**config.mk**
```make
export PLATFORM = sky130hd
export DESIGN_NAME = mem_bist_ctrl
export DESIGN_NICKNAME = d
export VERILOG_FILES = /design/src/rtl/mem_bist_pkg.sv /design/src/rtl/mem_bist_pattern.sv /design/src/rtl/mem_bist_ctrl.sv
export SDC_FILE = /design/constraint.sdc
export NUM_CORES = 1
export LEC_CHECK = 0
export BUFFER_PORTS_ARGS = -buffer_cell sky130_fd_sc_hd__buf_4
export CAP_MARGIN = 20
export CORE_AREA = 2 2 164 198
export DETAILED_ROUTE_END_ITERATION = 16
export DIE_AREA = 0 0 166 200
export HOLD_SLACK_MARGIN = 0.06
export PLACE_DENSITY = 0.81
export SLEW_MARGIN = 20
export SYNTH_ARGS = -nofsm -noshare
export SYNTH_HDL_FRONTEND = slang
export SYNTH_SLANG_ARGS = --single-unit
```
**constraint.sdc**
```tcl
create_clock -name clk -period 21 [get_ports clk]
set_input_delay 2.1 -clock clk [delete_from_list [all_inputs] [get_ports clk]]
set_output_delay 2.1 -clock clk [all_outputs]
set_load 0.1 [all_outputs]
```
**src/rtl/mem_bist_pkg.sv**
```systemverilog
// Shared types for the memory BIST controller: FSM state encoding and run-mode codes.
// Mode 2'b11 is not listed here because the controller treats it as a write+read run.
package mem_bist_pkg;

   typedef enum logic [2:0] {
      IDLE,
      WRITE,
      READ,
      DRAIN,
      DONE
   } state_t;

   localparam logic [1:0] MODE_WR_RD = 2'b00;
   localparam logic [1:0] MODE_WR    = 2'b01;
   localparam logic [1:0] MODE_RD    = 2'b10;

endpackage

```
**src/rtl/mem_bist_pattern.sv**
```systemverilog
// Word index counter plus running pattern accumulator (SEED + idx*STEP built by repeated add).
// The *_nxt outputs let the owner register the following word one cycle ahead.
module mem_bist_pattern #(
   parameter int          DATA_W = 32,
   parameter int          ADDR_W = 32,
   parameter logic [31:0] SEED   = 32'h0000_0004,
   parameter logic [31:0] STEP   = 32'h0000_0005
) (
   input  logic              clk,
   input  logic              rst,
   input  logic              clear,
   input  logic              advance,
   output logic [ADDR_W-1:0] idx,
   output logic [ADDR_W-1:0] idx_nxt,
   output logic [DATA_W-1:0] pat,
   output logic [DATA_W-1:0] pat_nxt
);

   localparam logic [DATA_W-1:0] SEED_T = DATA_W'(SEED);
   localparam logic [DATA_W-1:0] STEP_T = DATA_W'(STEP);

   assign idx_nxt = idx + ADDR_W'(1);
   assign pat_nxt = pat + STEP_T;

   always_ff @(posedge clk or posedge rst) begin
      if (rst) begin
         idx <= '0;
         pat <= SEED_T;
      end else if (clear) begin
         idx <= '0;
         pat <= SEED_T;
      end else if (advance) begin
         idx <= idx_nxt;
         pat <= pat_nxt;
      end
   end

endmodule

```
**src/rtl/mem_bist_ctrl.sv**
```systemverilog
// Memory BIST controller: writes an arithmetic pattern over a window, reads it back, compares.
// All memory-side outputs are registered; read data is compared one cycle after its address.
module mem_bist_ctrl
   import mem_bist_pkg::*;
#(
   parameter int          DATA_W = 32,
   parameter int          ADDR_W = 32,
   parameter int          ERR_W  = 16,
   parameter logic [31:0] SEED   = 32'h0000_0004,
   parameter logic [31:0] STEP   = 32'h0000_0005
) (
   input  logic              clk,
   input  logic              rst,
   input  logic              start,
   input  logic [1:0]        mode,
   input  logic [ADDR_W-1:0] base_addr,
   input  logic [ADDR_W-1:0] length,
   output logic              mem_wr_en,
   output logic [ADDR_W-1:0] mem_addr,
   output logic [DATA_W-1:0] mem_wdata,
   input  logic [DATA_W-1:0] mem_rdata,
   output logic              busy,
   output logic              done,
   output logic              pass,
   output logic [ERR_W-1:0]  err_count,
   output logic [ADDR_W-1:0] first_err_addr
);

   localparam logic [DATA_W-1:0] SEED_T = DATA_W'(SEED);

   state_t            state;
   logic [1:0]        mode_r;
   logic [ADDR_W-1:0] base_r;
   logic [ADDR_W-1:0] len_r;
   logic [ADDR_W-1:0] eaddr_q;
   logic [DATA_W-1:0] exp_q;
   logic              cmp_vld;

   logic              pat_clear;
   logic              pat_adv;
   logic [ADDR_W-1:0] idx;
   logic [ADDR_W-1:0] idx_nxt;
   logic [DATA_W-1:0] pat;
   logic [DATA_W-1:0] pat_nxt;
   logic              last;
   logic              mismatch;

   assign last     = (idx == len_r - ADDR_W'(1));
   assign mismatch = cmp_vld && (mem_rdata != exp_q);

   // The same generator restarts at the window start for the read pass.
   always_comb begin
      pat_clear = 1'b0;
      pat_adv   = 1'b0;
      if (state == IDLE && start)
         pat_clear = 1'b1;
      else if (state == WRITE && last)
         pat_clear = 1'b1;
      else if ((state == WRITE || state == READ) && !last)
         pat_adv = 1'b1;
   end

   mem_bist_pattern #(
      .DATA_W (DATA_W),
      .ADDR_W (ADDR_W),
      .SEED   (SEED),
      .STEP   (STEP)
   ) u_pattern (
      .clk     (clk),
      .rst     (rst),
      .clear   (pat_clear),
      .advance (pat_adv),
      .idx     (idx),
      .idx_nxt (idx_nxt),
      .pat     (pat),
      .pat_nxt (pat_nxt)
   );

   always_ff @(posedge clk or posedge rst) begin
      if (rst) begin
         state          <= IDLE;
         mode_r         <= '0;
         base_r         <= '0;
         len_r          <= '0;
         eaddr_q        <= '0;
         exp_q          <= '0;
         cmp_vld        <= 1'b0;
         mem_wr_en      <= 1'b0;
         mem_addr       <= '0;
         mem_wdata      <= '0;
         busy           <= 1'b0;
         done           <= 1'b0;
         pass           <= 1'b0;
         err_count      <= '0;
         first_err_addr <= '0;
      end else begin
         done    <= 1'b0;
         cmp_vld <= 1'b0;

         // pass still high means no earlier mismatch in this run
         if (mismatch) begin
            if (err_count != '1)
               err_count <= err_count + ERR_W'(1);
            if (pass)
               first_err_addr <= eaddr_q;
            pass <= 1'b0;
         end

         case (state)
            IDLE: begin
               if (start) begin
                  mode_r         <= mode;
                  base_r         <= base_addr;
                  len_r          <= length;
                  err_count      <= '0;
                  first_err_addr <= '0;
                  pass           <= 1'b1;
                  if (length == '0) begin
                     state <= DONE;
                     done  <= 1'b1;
                  end else begin
                     busy     <= 1'b1;
                     mem_addr <= base_addr;
                     if (mode == MODE_RD) begin
                        state <= READ;
                     end else begin
                        state     <= WRITE;
                        mem_wr_en <= 1'b1;
                        mem_wdata <= SEED_T;
                     end
                  end
               end
            end
            WRITE: begin
               if (last) begin
                  mem_wr_en <= 1'b0;
                  if (mode_r == MODE_WR) begin
                     state <= DONE;
                     busy  <= 1'b0;
                     done  <= 1'b1;
                  end else begin
                     state    <= READ;
                     mem_addr <= base_r;
                  end
               end else begin
                  mem_addr  <= base_r + idx_nxt;
                  mem_wdata <= pat_nxt;
               end
            end
            READ: begin
               cmp_vld <= 1'b1;
               exp_q   <= pat;
               eaddr_q <= mem_addr;
               if (last)
                  state <= DRAIN;
               else
                  mem_addr <= base_r + idx_nxt;
            end
            DRAIN: begin
               state <= DONE;
               busy  <= 1'b0;
               done  <= 1'b1;
            end
            DONE: begin
               state <= IDLE;
            end
            default: begin
               state <= IDLE;
            end
         endcase
      end
   end

endmodule

```
==> impl_metrics.env <==
export IMPL_nets=2266
export IMPL_num_vias=14950
export IMPL_numCtsBuffers=31
export IMPL_dieArea_sq_um=33200
export IMPL_synthCells=1981
export IMPL_setup_tns_ns=0
export IMPL_hold_end="eaddr_q[12]"
export IMPL_dr_first_iter_drc_count=1309
export IMPL_drc_errors=0
export IMPL_clk_latency_ns=0.58
export IMPL_synth_avg_cell_area_sq_um=8.755
export IMPL_irDropWorstVdd_v=0.0001450
export IMPL_layout_common_cells="nand2_1, dfrtp_1, buf_4"
export IMPL_finalPower_mw=3.420
export IMPL_io_buffers=216
export IMPL_io_pin_count=217
export IMPL_core_sq_um=31180
export IMPL_postLayoutCellArea_sq_um=20180
export IMPL_seq_area_frac_synth=0.4531
export IMPL_holdCritStartpoint="eaddr_q[12]"
export IMPL_dpl_hpwl_microns=33840
export IMPL_status="completed"
export IMPL_power_leakage_nw=9.921
export IMPL_clk_pin_slew_ns=0.06
export IMPL_yosys_most_used_dff="dfrtp_1"
export IMPL_synth_edf_count=0
export IMPL_cp_required_ns=21.44
export IMPL_row_count=71
export IMPL_drv_cap=0
export IMPL_detail_route_first_pass_iterations=6
export IMPL_grt_max_degree=109
export IMPL_critical_path_class="reg2reg"
export IMPL_ctsHoldBuffers=0
export IMPL_reg2reg_depth=10
export IMPL_crit_path_end_kind="register"
export IMPL_htreeDepth=1
export IMPL_rsz0062_at_grt="false"
export IMPL_viasPerCell=5.851
export IMPL_yosysUniqueCellTypes=73
export IMPL_grt_usage=0.2859
export IMPL_layout_commonest_cell="nand2_1"
export IMPL_drt_total_wl_microns=47690
export IMPL_period_share=0.2395
export IMPL_grt_pass1_wl_microns=77160
export IMPL_die_y_microns=200
export IMPL_place_congestion=0.9278
export IMPL_setup_viol=0
export IMPL_hold_depth=2
export IMPL_cts_sinks=314
export IMPL_fmax_mhz=198.8
export IMPL_crit_fanout=33
export IMPL_hold_class="reg2reg"
export IMPL_synthArstFlopShare=1.000
export IMPL_areaGrowthSynthToFinish_pct=16.34
export IMPL_finClkSkew_ns=0.01630
export IMPL_syn_num_nets=2119
export IMPL_postCtsSetupBuffers=0
export IMPL_clockBufferDepth=3
export IMPL_cp_start_kind="register"
export IMPL_timing_rr_end="u_pattern.idx[15]"
export IMPL_ys_top_cells_by_area="dfrtp_1, nand2_1, xnor2_1"
export IMPL_detail_route_wl_per_cell_microns=18.67
export IMPL_cp_arrival_ns=5.47
export IMPL_reg2reg_slack_ns=15.97
export IMPL_slew_viol_final=0
export IMPL_antenna_found_initial=2
export IMPL_start_util=0.5562
export IMPL_nFillCells=2540
export IMPL_ctsResizeCount=0
export IMPL_layout_min_cycle_time_ns=5.030
export IMPL_worstReg2RegStart="len_r[2]"
export IMPL_maxSlewHeadroom=0.3362
export IMPL_layout_drive_gt1_share=0.1464
export IMPL_synth_top_area_cell="dfrtp_1"
export IMPL_ys_ff_latch=314
export IMPL_die_w_microns=166
export IMPL_grt_ovfl_total=0
export IMPL_placed_cell_area_sq_um=19120
export IMPL_power_density_nw_per_um2=169.5
export IMPL_synth_warnings=0
export IMPL_clockRootBuffer="clkbuf_16"
export IMPL_synthesis_area_sq_um=17340
export IMPL_grt_pass1_vias=14460
export IMPL_timing_final_hold_violations=0
export IMPL_ant_nets=0
export IMPL_cts_tree="done"
export IMPL_yosys_area_top_type_share=0.4516
export IMPL_worst_slew_pin_slew_ns=0.9922
==> critical path, cell delays in order, from the launching register on <==
cell	delay, ns
dfrtp_1	0.48
nor4_4	0.56
nand4_1	0.58
or4_1	0.70
a2111o_1	0.38
nor4b_1	0.44
and3_1	0.24
buf_4	0.30
or2_2	0.63
buf_4	0.47
nor2_1	0.11
==> sequential cells by signal (all words and copies together), names as in the netlist <==
signal / cells
state: 3
mem_addr: 32
len_r: 32
busy: 1
u_pattern.idx: 32
pass: 1
first_err_addr: 32
eaddr_q: 32
done: 1
base_r: 32
mode_r: 2
mem_wr_en: 1
cmp_vld: 1
exp_q: 32
mem_wdata: 32
err_count: 16
u_pattern.pat: 32
==> cell type report <==
cell class	count	area [sq um]	share of cell area
multi-input cells	1523	8920	0.4421
flip-flops and latches	314	7859	0.3895
repair buffers	230	1727	0.08557
clock buffers	45	908.4	0.04502
well taps	401	501.7	0.02487
clock inverters	12	145.1	0.007193
inverters	28	112.6	0.005581
diodes	2	5.005	0.0002480
==> per-stage QoR <==
stage | worst slack (ns) | util | instances | hold WS (ns)
after floorplan | 10.22 | - | 1981 | 0.4369
after global placement | 15.95 | 0.6131 | 2496 | 0.4512
after detailed placement | 15.92 | 0.6132 | 2496 | 0.4621
after CTS | 15.99 | 0.6470 | 2553 | 0.4774
after global routing | 15.52 | 0.6471 | 2555 | 0.4941
final | 15.97 | 0.6471 | 2555 | 0.4727
==> cells in the mapped netlist (14+ instances only) <==
cell type,number
nand2_1,473
nand3_1,74
clkbuf_1,76
a21o_1,15
nand2b_1,15
mux2i_1,39
ha_1,36
dfrtp_1,313
a22oi_1,15
nor2_1,203
nor3_1,41
buf_1,14
a31oi_1,18
xnor2_1,127
and3_1,17
xor2_1,92
nor4_1,23
o21ai_0,66
a221oi_1,19
inv_1,27
a21oi_1,48
nand4_1,23
or3_1,14
buf_2,21
==> layer usage <==
layer,vias to the layer above,GRT usage,wire [microns]
li1,7015,-,-
met1,7261,0.3719,19390
met2,559,0.4895,23280
met3,114,0.04338,3188
met4,0,0.1063,1831
met5,-,0,0
==> power by group <==
part / switching [mW] / total [mW] / internal, mW / leakage [nW]
Combinational: 1.19 / 1.72 / 0.534 / 5.37
Sequential: 0.280 / 1.13 / 0.846 / 4.03
Clock: 0.239 / 0.575 / 0.336 / 0.521
==> kinds of logic (layout without fill, tap and decap cells) <==
| kind of cell | count (synthesis) | count (layout) | synth area share |
|---|---|---|---|
| xor+xnor | 219 | 219 | 0.1106 |
| mux | 43 | 43 | 0.02554 |
| other cells | 0 | 2 | 0 |
| flops | 314 | 314 | 0.4531 |
| compound gates | 269 | 269 | 0.1025 |
| fa+ha+maj | 37 | 37 | 0.02712 |
| simple gates | 955 | 955 | 0.2465 |
| buf+inv | 144 | 315 | 0.03463 |
==> worst max path at each step <==
stage                             start  depth (start not counted)            endpoint
after floorplan                     rst                          1           base_r[0]
after global placement    mem_rdata[10]                          9   first_err_addr[7]
after detailed placement  mem_rdata[10]                          9  first_err_addr[11]
after CTS                      len_r[2]                         10   u_pattern.idx[15]
after global routing           len_r[7]                         11   u_pattern.idx[15]
final                          len_r[2]                         10   u_pattern.idx[15]
Note: power is estimated with default switching activity, not from simulation.
